$ cat config.mk
export PLATFORM = sky130hd
export DESIGN_NAME = debug_ctrl_unit_flat
export DESIGN_NICKNAME = d
export VERILOG_FILES = /design/src/rtl/debug_ctrl_unit_if.sv /design/src/rtl/debug_ctrl_unit.sv /design/src/flat_wrapper.sv
export SDC_FILE = /design/constraint.sdc
export NUM_CORES = 2
export LEC_CHECK = 0
export BUFFER_PORTS_ARGS = -buffer_cell sky130_fd_sc_hd__buf_2
export CAP_MARGIN = 0
export CORE_AREA = 2 2 650 652
export CTS_CLUSTER_SIZE = 10
export DETAILED_ROUTE_END_ITERATION = 8
export DIE_AREA = 0 0 652 654
export SKIP_CTS_REPAIR_TIMING = 1
export SYNTH_ARGS = -nofsm -noshare
export SYNTH_HDL_FRONTEND = slang
export SYNTH_SLANG_ARGS = --single-unit
export TNS_END_PERCENT = 20
$ cat constraint.sdc
create_clock -name clk -period 2.5 [get_ports clk]
set_input_delay 0.375 -clock clk [delete_from_list [all_inputs] [get_ports clk]]
set_output_delay 0.375 -clock clk [all_outputs]
set_load 0.05 [all_outputs]
$ cat src/rtl/debug_ctrl_unit_if.sv
// Debug controller bundle: UART rx/tx handshake plus datapath control.
// slave = controller side, master = UART/datapath side.
interface debug_ctrl_unit_if #(
  parameter int SNAP_BYTES = 203
);
  logic                    rx_rdy;
  logic [7:0]              rx_data;
  logic                    tx_done;
  logic [SNAP_BYTES*8-1:0] dp_bus;
  logic                    dp_halt;
  logic                    dp_clk_en;
  logic                    dp_reset;
  logic                    tx_write;
  logic [7:0]              tx_data;
  logic                    busy;

  modport slave (
    input  rx_rdy,
    input  rx_data,
    input  tx_done,
    input  dp_bus,
    input  dp_halt,
    output dp_clk_en,
    output dp_reset,
    output tx_write,
    output tx_data,
    output busy
  );

  modport master (
    output rx_rdy,
    output rx_data,
    output tx_done,
    output dp_bus,
    output dp_halt,
    input  dp_clk_en,
    input  dp_reset,
    input  tx_write,
    input  tx_data,
    input  busy
  );
endinterface

$ cat src/rtl/debug_ctrl_unit.sv
// UART-driven step/run/halt/dump debug controller for the MIPS datapath.
// Optional DBG_CHECKSUM_EN appends an XOR checksum byte to each dump.
module debug_ctrl_unit #(
  parameter int         SNAP_BYTES = 203,
  parameter logic [7:0] CMD_STEP   = 8'h70,
  parameter logic [7:0] CMD_RUN    = 8'h63,
  parameter logic [7:0] CMD_HALT   = 8'h68,
  parameter logic [7:0] CMD_DUMP   = 8'h64,
  parameter logic [7:0] CMD_RESET  = 8'h72
) (
  input logic              clk,
  input logic              rst_n,
  debug_ctrl_unit_if.slave dbg
);

`ifdef DBG_CHECKSUM_EN
  localparam int FRAME = SNAP_BYTES + 1;
`else
  localparam int FRAME = SNAP_BYTES;
`endif
  localparam int SW = SNAP_BYTES * 8;
  localparam int CW = $clog2(FRAME + 1);
  localparam logic [CW-1:0] LAST = CW'(FRAME - 1);

  typedef enum logic [2:0] {
    S_IDLE,
    S_STEP,
    S_RUN,
    S_LOAD,
    S_SEND,
    S_WAIT,
    S_HALTED
  } state_t;

  state_t          r_state;
  state_t          w_next;
  logic            r_halted;
  logic [CW-1:0]   r_cnt;
  logic [SW-1:0]   r_snap;
  logic            r_tx_write;
  logic [7:0]      r_tx_data;
  logic            r_dp_reset;

  logic            w_rx_step;
  logic            w_rx_run;
  logic            w_rx_halt;
  logic            w_rx_dump;
  logic            w_rx_reset;
  logic [SW-1:0]   w_snap_sh;
  logic [7:0]      w_snap_byte;
  logic [7:0]      w_tx_byte;
  logic            w_clk_en;
  logic            w_busy;

  assign w_rx_step  = dbg.rx_rdy && (dbg.rx_data == CMD_STEP);
  assign w_rx_run   = dbg.rx_rdy && (dbg.rx_data == CMD_RUN);
  assign w_rx_halt  = dbg.rx_rdy && (dbg.rx_data == CMD_HALT);
  assign w_rx_dump  = dbg.rx_rdy && (dbg.rx_data == CMD_DUMP);
  assign w_rx_reset = dbg.rx_rdy && (dbg.rx_data == CMD_RESET);

  // LSB byte first: byte[n] sits at bits 8n+7:8n
  assign w_snap_sh   = r_snap >> {r_cnt, 3'b000};
  assign w_snap_byte = w_snap_sh[7:0];

`ifdef DBG_CHECKSUM_EN
  localparam logic [CW-1:0] CSUM_IDX = CW'(SNAP_BYTES);
  logic [7:0] r_csum;

  assign w_tx_byte = (r_cnt == CSUM_IDX) ? r_csum : w_snap_byte;

  always_ff @(posedge clk or negedge rst_n) begin
    if (!rst_n) begin
      r_csum <= 8'h00;
    end else if (r_state == S_LOAD) begin
      r_csum <= 8'h00;
    end else if (r_state == S_SEND && r_cnt != CSUM_IDX) begin
      r_csum <= r_csum ^ w_snap_byte;
    end
  end
`else
  assign w_tx_byte = w_snap_byte;
`endif

  always_ff @(posedge clk or negedge rst_n) begin
    if (!rst_n) begin
      r_state <= S_IDLE;
    end else begin
      r_state <= w_next;
    end
  end

  always_comb begin
    w_next = r_state;
    unique case (r_state)
      S_IDLE: begin
        unique case (1'b1)
          w_rx_step: w_next = S_STEP;
          w_rx_run:  w_next = S_RUN;
          w_rx_dump: w_next = S_LOAD;
          default:   w_next = S_IDLE;
        endcase
      end
      S_STEP: w_next = S_LOAD;
      S_RUN: begin
        if (dbg.dp_halt || w_rx_halt) begin
          w_next = S_LOAD;
        end
      end
      S_LOAD: w_next = S_SEND;
      S_SEND: w_next = S_WAIT;
      S_WAIT: begin
        if (dbg.tx_done) begin
          if (r_cnt == LAST) begin
            w_next = r_halted ? S_HALTED : S_IDLE;
          end else begin
            w_next = S_SEND;
          end
        end
      end
      S_HALTED: begin
        unique case (1'b1)
          w_rx_dump:  w_next = S_LOAD;
          w_rx_reset: w_next = S_IDLE;
          default:    w_next = S_HALTED;
        endcase
      end
      default: w_next = S_IDLE;
    endcase
  end

  // dp_halt drops the enable in the same cycle it is seen
  always_comb begin
    w_clk_en = 1'b0;
    w_busy   = 1'b1;
    unique case (r_state)
      S_IDLE:   w_busy   = 1'b0;
      S_HALTED: w_busy   = 1'b0;
      S_STEP:   w_clk_en = 1'b1;
      S_RUN:    w_clk_en = !dbg.dp_halt;
      default:  w_clk_en = 1'b0;
    endcase
  end

  always_ff @(posedge clk or negedge rst_n) begin
    if (!rst_n) begin
      r_halted   <= 1'b0;
      r_cnt      <= '0;
      r_snap     <= '0;
      r_tx_write <= 1'b0;
      r_tx_data  <= 8'h00;
      r_dp_reset <= 1'b0;
    end else begin
      r_tx_write <= 1'b0;
      r_dp_reset <= 1'b0;
      unique case (r_state)
        S_IDLE: begin
          if (w_rx_reset) begin
            r_dp_reset <= 1'b1;
            r_halted   <= 1'b0;
          end
        end
        S_RUN: begin
          if (dbg.dp_halt) begin
            r_halted <= 1'b1;
          end
        end
        S_LOAD: begin
          r_snap <= dbg.dp_bus;
          r_cnt  <= '0;
        end
        S_SEND: begin
          r_tx_data  <= w_tx_byte;
          r_tx_write <= 1'b1;
        end
        S_WAIT: begin
          if (dbg.tx_done) begin
            r_cnt <= r_cnt + 1'b1;
          end
        end
        S_HALTED: begin
          if (w_rx_reset) begin
            r_dp_reset <= 1'b1;
            r_halted   <= 1'b0;
          end
        end
        default: begin
        end
      endcase
    end
  end

  assign dbg.dp_clk_en = w_clk_en;
  assign dbg.busy      = w_busy;
  assign dbg.dp_reset  = r_dp_reset;
  assign dbg.tx_write  = r_tx_write;
  assign dbg.tx_data   = r_tx_data;

endmodule

$ cat src/flat_wrapper.sv
// flat-port wrapper written by rule: the top's interface ports become plain ports
module debug_ctrl_unit_flat 
#(
  parameter int         SNAP_BYTES = 203,
  parameter logic [7:0] CMD_STEP   = 8'h70,
  parameter logic [7:0] CMD_RUN    = 8'h63,
  parameter logic [7:0] CMD_HALT   = 8'h68,
  parameter logic [7:0] CMD_DUMP   = 8'h64,
  parameter logic [7:0] CMD_RESET  = 8'h72
)
  (clk, rst_n, dbg_rx_rdy, dbg_rx_data, dbg_tx_done, dbg_dp_bus, dbg_dp_halt, dbg_dp_clk_en, dbg_dp_reset, dbg_tx_write, dbg_tx_data, dbg_busy);
  debug_ctrl_unit_if #(.SNAP_BYTES(SNAP_BYTES)) dbg_i ();
  input logic clk;
  input logic rst_n;
  input wire logic [$bits(dbg_i.rx_rdy)-1:0] dbg_rx_rdy;
  input wire logic [$bits(dbg_i.rx_data)-1:0] dbg_rx_data;
  input wire logic [$bits(dbg_i.tx_done)-1:0] dbg_tx_done;
  input wire logic [$bits(dbg_i.dp_bus)-1:0] dbg_dp_bus;
  input wire logic [$bits(dbg_i.dp_halt)-1:0] dbg_dp_halt;
  output wire logic [$bits(dbg_i.dp_clk_en)-1:0] dbg_dp_clk_en;
  output wire logic [$bits(dbg_i.dp_reset)-1:0] dbg_dp_reset;
  output wire logic [$bits(dbg_i.tx_write)-1:0] dbg_tx_write;
  output wire logic [$bits(dbg_i.tx_data)-1:0] dbg_tx_data;
  output wire logic [$bits(dbg_i.busy)-1:0] dbg_busy;
  assign dbg_i.rx_rdy = dbg_rx_rdy;
  assign dbg_i.rx_data = dbg_rx_data;
  assign dbg_i.tx_done = dbg_tx_done;
  assign dbg_i.dp_bus = dbg_dp_bus;
  assign dbg_i.dp_halt = dbg_dp_halt;
  assign dbg_dp_clk_en = dbg_i.dp_clk_en;
  assign dbg_dp_reset = dbg_i.dp_reset;
  assign dbg_tx_write = dbg_i.tx_write;
  assign dbg_tx_data = dbg_i.tx_data;
  assign dbg_busy = dbg_i.busy;
  debug_ctrl_unit #(.SNAP_BYTES(SNAP_BYTES), .CMD_STEP(CMD_STEP), .CMD_RUN(CMD_RUN), .CMD_HALT(CMD_HALT), .CMD_DUMP(CMD_DUMP), .CMD_RESET(CMD_RESET)) u_core (.clk(clk), .rst_n(rst_n), .dbg(dbg_i));
endmodule
==> impl_results.md <==
* Status: finished with violations
* Failing checks: negative setup slack
* Reg2reg setup slack at -0.87 ns
* Largest family of logic cells by synthesized area: simple AND/OR/NAND/NOR gates
* Reg2reg start: u_core.r_cnt[0]$_DFFE_PN0P_
* FP Rows at about 240
* Core area at roughly 0.42 sq mm
* Final ANT Viol Nets at 0
* CTS Buf Count at roughly 210
* Die area at between 0.4 and 0.5 sq mm
* Hold path startpoint: dbg_rx_data[1]
* First DRT Iteration DRCs at 8,385
* Final setup skew at between 0.06 and 0.07 ns
* Largest cells by area after synthesis: dfrtp_1 (55%), nand2_1 (25%), mux4_2 (11%)
* CTS Root Cell: clkbuf_16
* Vias at ~78,000
* Starting density of the core at approximately 18%
* Reg2reg end: u_core.dbg.tx_data[6]$_DFFE_PN0P_
* Max Root-Sink Buffers at 4
* Yosys top cell area share at a little under three fifths
* Synth Area in Simple Gates at about a quarter
* Worst setup SP type: flop
* Synthesized area at between 0.07 and 0.08 sq mm
* Final period utilization at 135%
* Post-route DRC at 0
* Final Critical Period at roughly 3.4 ns
* Hold Path Depth at 5
* Pwr dens at between 1000 and 1500 mW/mm^2
* CP max FO at 7
* DP Area at about 0.095 sq mm
* Seq/Total Area, Yosys at between 50% and 60%
* Synthesis-to-finish area growth at 57.5%
* VDD IR max at 0.767 mV
* Post-synth EDFFs at 0
* Most numerous cell in the Yosys netlist: nand2_1
* Syn Area/Cell at 9.25 sq um
* Mux cell area share after synthesis at between 10% and 20%
* Post-synthesis cell type count at between 60 and 70
* Clock network latency to the later pin of the worst-skew pair at approximately 0.92 ns
* Die width at between 600 and 700 um
* CTS tree: built
* Worst r2r path cells at 8
* Die height at around 650 um
* First drt pass iteration count at 9
* Final Slew Violations at 0
* Hold worst-path end: u_core.r_halted$_DFFE_PN0P_
* Largest net degree at the start of global routing at about 170
* Fill cell count at around 43,000
* Synth Net Count at roughly 9,700
* Synth Area in Adders at less than 1%
* Post-synth top area cell: dfrtp_1
* Nets at around 13,000
* Static Leakage at 58.1 nW
* Main synth FF type: dfrtp_1
* Final GP Congestion at about 0.9
* Post-synth top cells: nand2_1 (4,960), dfrtp_1 (1,646), clkbuf_1 (394)
* Post-synth ARST share at 100%
* Pre-CTS WS at -1.20 ns
* Yosys warns at 0
* Design area at 0.118 sq mm
* Xor-xnor portion of the synthesized cell area at less than 1%
* Kind of critical path: reg -> reg
* Critical Path Sink Type: flop
* Clk sinks at 1,646
* Drt total wl at approximately 450,000 um
* Vias per cell at between 4 and 5
* PortBufs at 1,648
* Wire per inst at between 20 and 30 um
* Layout cells sized above 1 at around 26%
* Actual slew at the worst max-slew pin at 1.01 ns
* Hold crit path type: in -> reg
* Worst EP arrival at ~4.1 ns
* # H-tree levels at 4
* Critical Path RT at around 3.3 ns
* Gr ovfl total at 0
* RSZ-0062 raised after global routing: true
* Setup Viol. Count Final at 9
* Max Cap Viol at 0
* Top-Level Pins at between 1,500 and 2,000
* GRT Total Usage at 18.7%
* Cells after Synth at about 8,100
* First-pass GRT wire length at 550,000 um
* Worst-case headroom to the max-slew limit at around a third
* Clock Pin Slew Worst Setup and Hold Paths at around 0.06 ns
* Compound-cell area share of the yosys netlist at 2.57%
* Post-DP HPWL at 337,000 um
* Vias in the first global route at about 67,000
* Initial antenna violation count at roughly 200
* Fin. Hold Viols at 0
* Max Freq at 0.297 GHz
* Worst Slack Setup Final at -0.872 ns
* Yosys reg bits at 1,646
-- cell usage in the layout, fill, tap and decap left out, types with 8 or more instances in the layout --
master         Yosys  layout
buf_4             42     477
clkbuf_8           0      20
a221oi_1          45      35
mux4_2           351     351
dfrtp_1         1646    1641
o22ai_1           18      15
o211ai_1          15      15
o21ai_1            1      10
buf_2             44    1645
a221oi_2           1       9
o221ai_1           9       8
clkbuf_1         394      22
clkinv_2           0      11
a22oi_1           37      37
buf_12             2     162
mux2i_2            0      11
nand3_1           29      27
dlygate4sd3_1      0    1632
clkinvlp_4         0      11
clkbuf_16          0     206
diode_2            0     135
nor2_1            41      37
a31oi_1            9       8
nand4_1           10      10
nand2_1         4960    4957
mux2i_1          184     168
o21ai_0           54      39
a21oi_1           25      23
mux2_2            13      13
-- metrics by stage --
stage | cells | util, % | power (mW) | hold WS [ns] | setup TNS [ns]
6_report | 17446 | 28.1 | 148 | 0.0335 | -5.08
3_3_place_gp | 15365 | 22.6 | 116 | 0.326 | -8.90
5_1_grt | 17381 | 28.1 | 157 | 0.0174 | -5.95
4_1_cts | 15655 | 24.0 | 146 | -0.674 | -9.21
3_5_place_dp | 15366 | 22.6 | 117 | 0.325 | -8.54
2_1_floorplan | 8093 | - | 79.8 | 0.0794 | 0
-- worst max-delay path: stages, from the launching register on --
cell,delay (ns)
dfrtp_4,0.48
buf_12,0.20
buf_12,0.16
buf_16,0.14
mux4_2,0.52
mux4_2,0.50
o211ai_1,0.83
buf_4,0.29
a211oi_2,0.07
-- sequential cells by signal, indices dropped and copies added (netlist names) --
| name | count |
|---|---|
| u_core.r_snap | 1624 |
| u_core.r_halted | 1 |
| u_core.dbg.tx_write | 1 |
| u_core.dbg.dp_reset | 1 |
| u_core.r_cnt | 8 |
| u_core.r_state | 3 |
| u_core.dbg.tx_data | 8 |
-- how the worst max path moves through the flow --
| stage | startpoint | end | slack, ns | cells after the start |
|---|---|---|---|---|
| after floorplan | u_core.r_cnt[0]$_DFFE_PN0P_ | u_core.dbg.tx_data[4]$_DFFE_PN0P_ | 0.20 | 9 |
| after global placement | u_core.r_cnt[1]$_DFFE_PN0P_ | u_core.dbg.tx_data[0]$_DFFE_PN0P_ | -1.38 | 11 |
| after detailed placement | u_core.r_cnt[0]$_DFFE_PN0P_ | u_core.dbg.tx_data[0]$_DFFE_PN0P_ | -1.20 | 9 |
| after CTS | u_core.r_cnt[0]$_DFFE_PN0P_ | u_core.dbg.tx_data[0]$_DFFE_PN0P_ | -1.24 | 9 |
| after global routing | u_core.r_cnt[0]$_DFFE_PN0P_ | u_core.dbg.tx_data[6]$_DFFE_PN0P_ | -0.84 | 8 |
| final | u_core.r_cnt[0]$_DFFE_PN0P_ | u_core.dbg.tx_data[6]$_DFFE_PN0P_ | -0.87 | 8 |
-- final cells by class --
class | count | area [sq um] | area share (%)
flip-flops and latches | 1646 | 41200 | 35.0
multi-input cells | 5924 | 31800 | 27.0
repair buffers | 3925 | 31600 | 26.8
well taps | 5520 | 6910 | 5.86
clock buffers | 247 | 5490 | 4.65
clock inverters | 42 | 556 | 0.471
diodes | 135 | 338 | 0.287
inverters | 7 | 33.8 | 0.0287
-- power breakdown --
part | switching, mW | leakage, nW | internal [mW] | total, mW
Combinational | 41.0 | 35.0 | 29.6 | 70.7
Sequential | 8.93 | 20.2 | 40.1 | 49.0
Clock | 12.5 | 2.92 | 15.7 | 28.3
-- metal layers --
| layer | part of all wire [%] | wire length [um] | global-route usage [%] | vias up |
|---|---|---|---|---|
| li1 | - | - | - | 33392 |
| met1 | 40 | 180000 | 24.0 | 37741 |
| met2 | 47 | 210000 | 31.2 | 4670 |
| met3 | 7.5 | 33600 | 3.37 | 1639 |
| met4 | 6.0 | 27200 | 7.28 | 68 |
| met5 | 0.095 | 429 | 0 | - |
-- kinds of logic after synthesis --
| group | Yosys count |
|---|---|
| simple gates | 5098 |
| flops | 1646 |
| mux | 550 |
| buf+inv | 523 |
| compound gates | 267 |
| xor+xnor | 7 |
| fa+ha+maj | 2 |
Power figures use the tool's default switching activity.
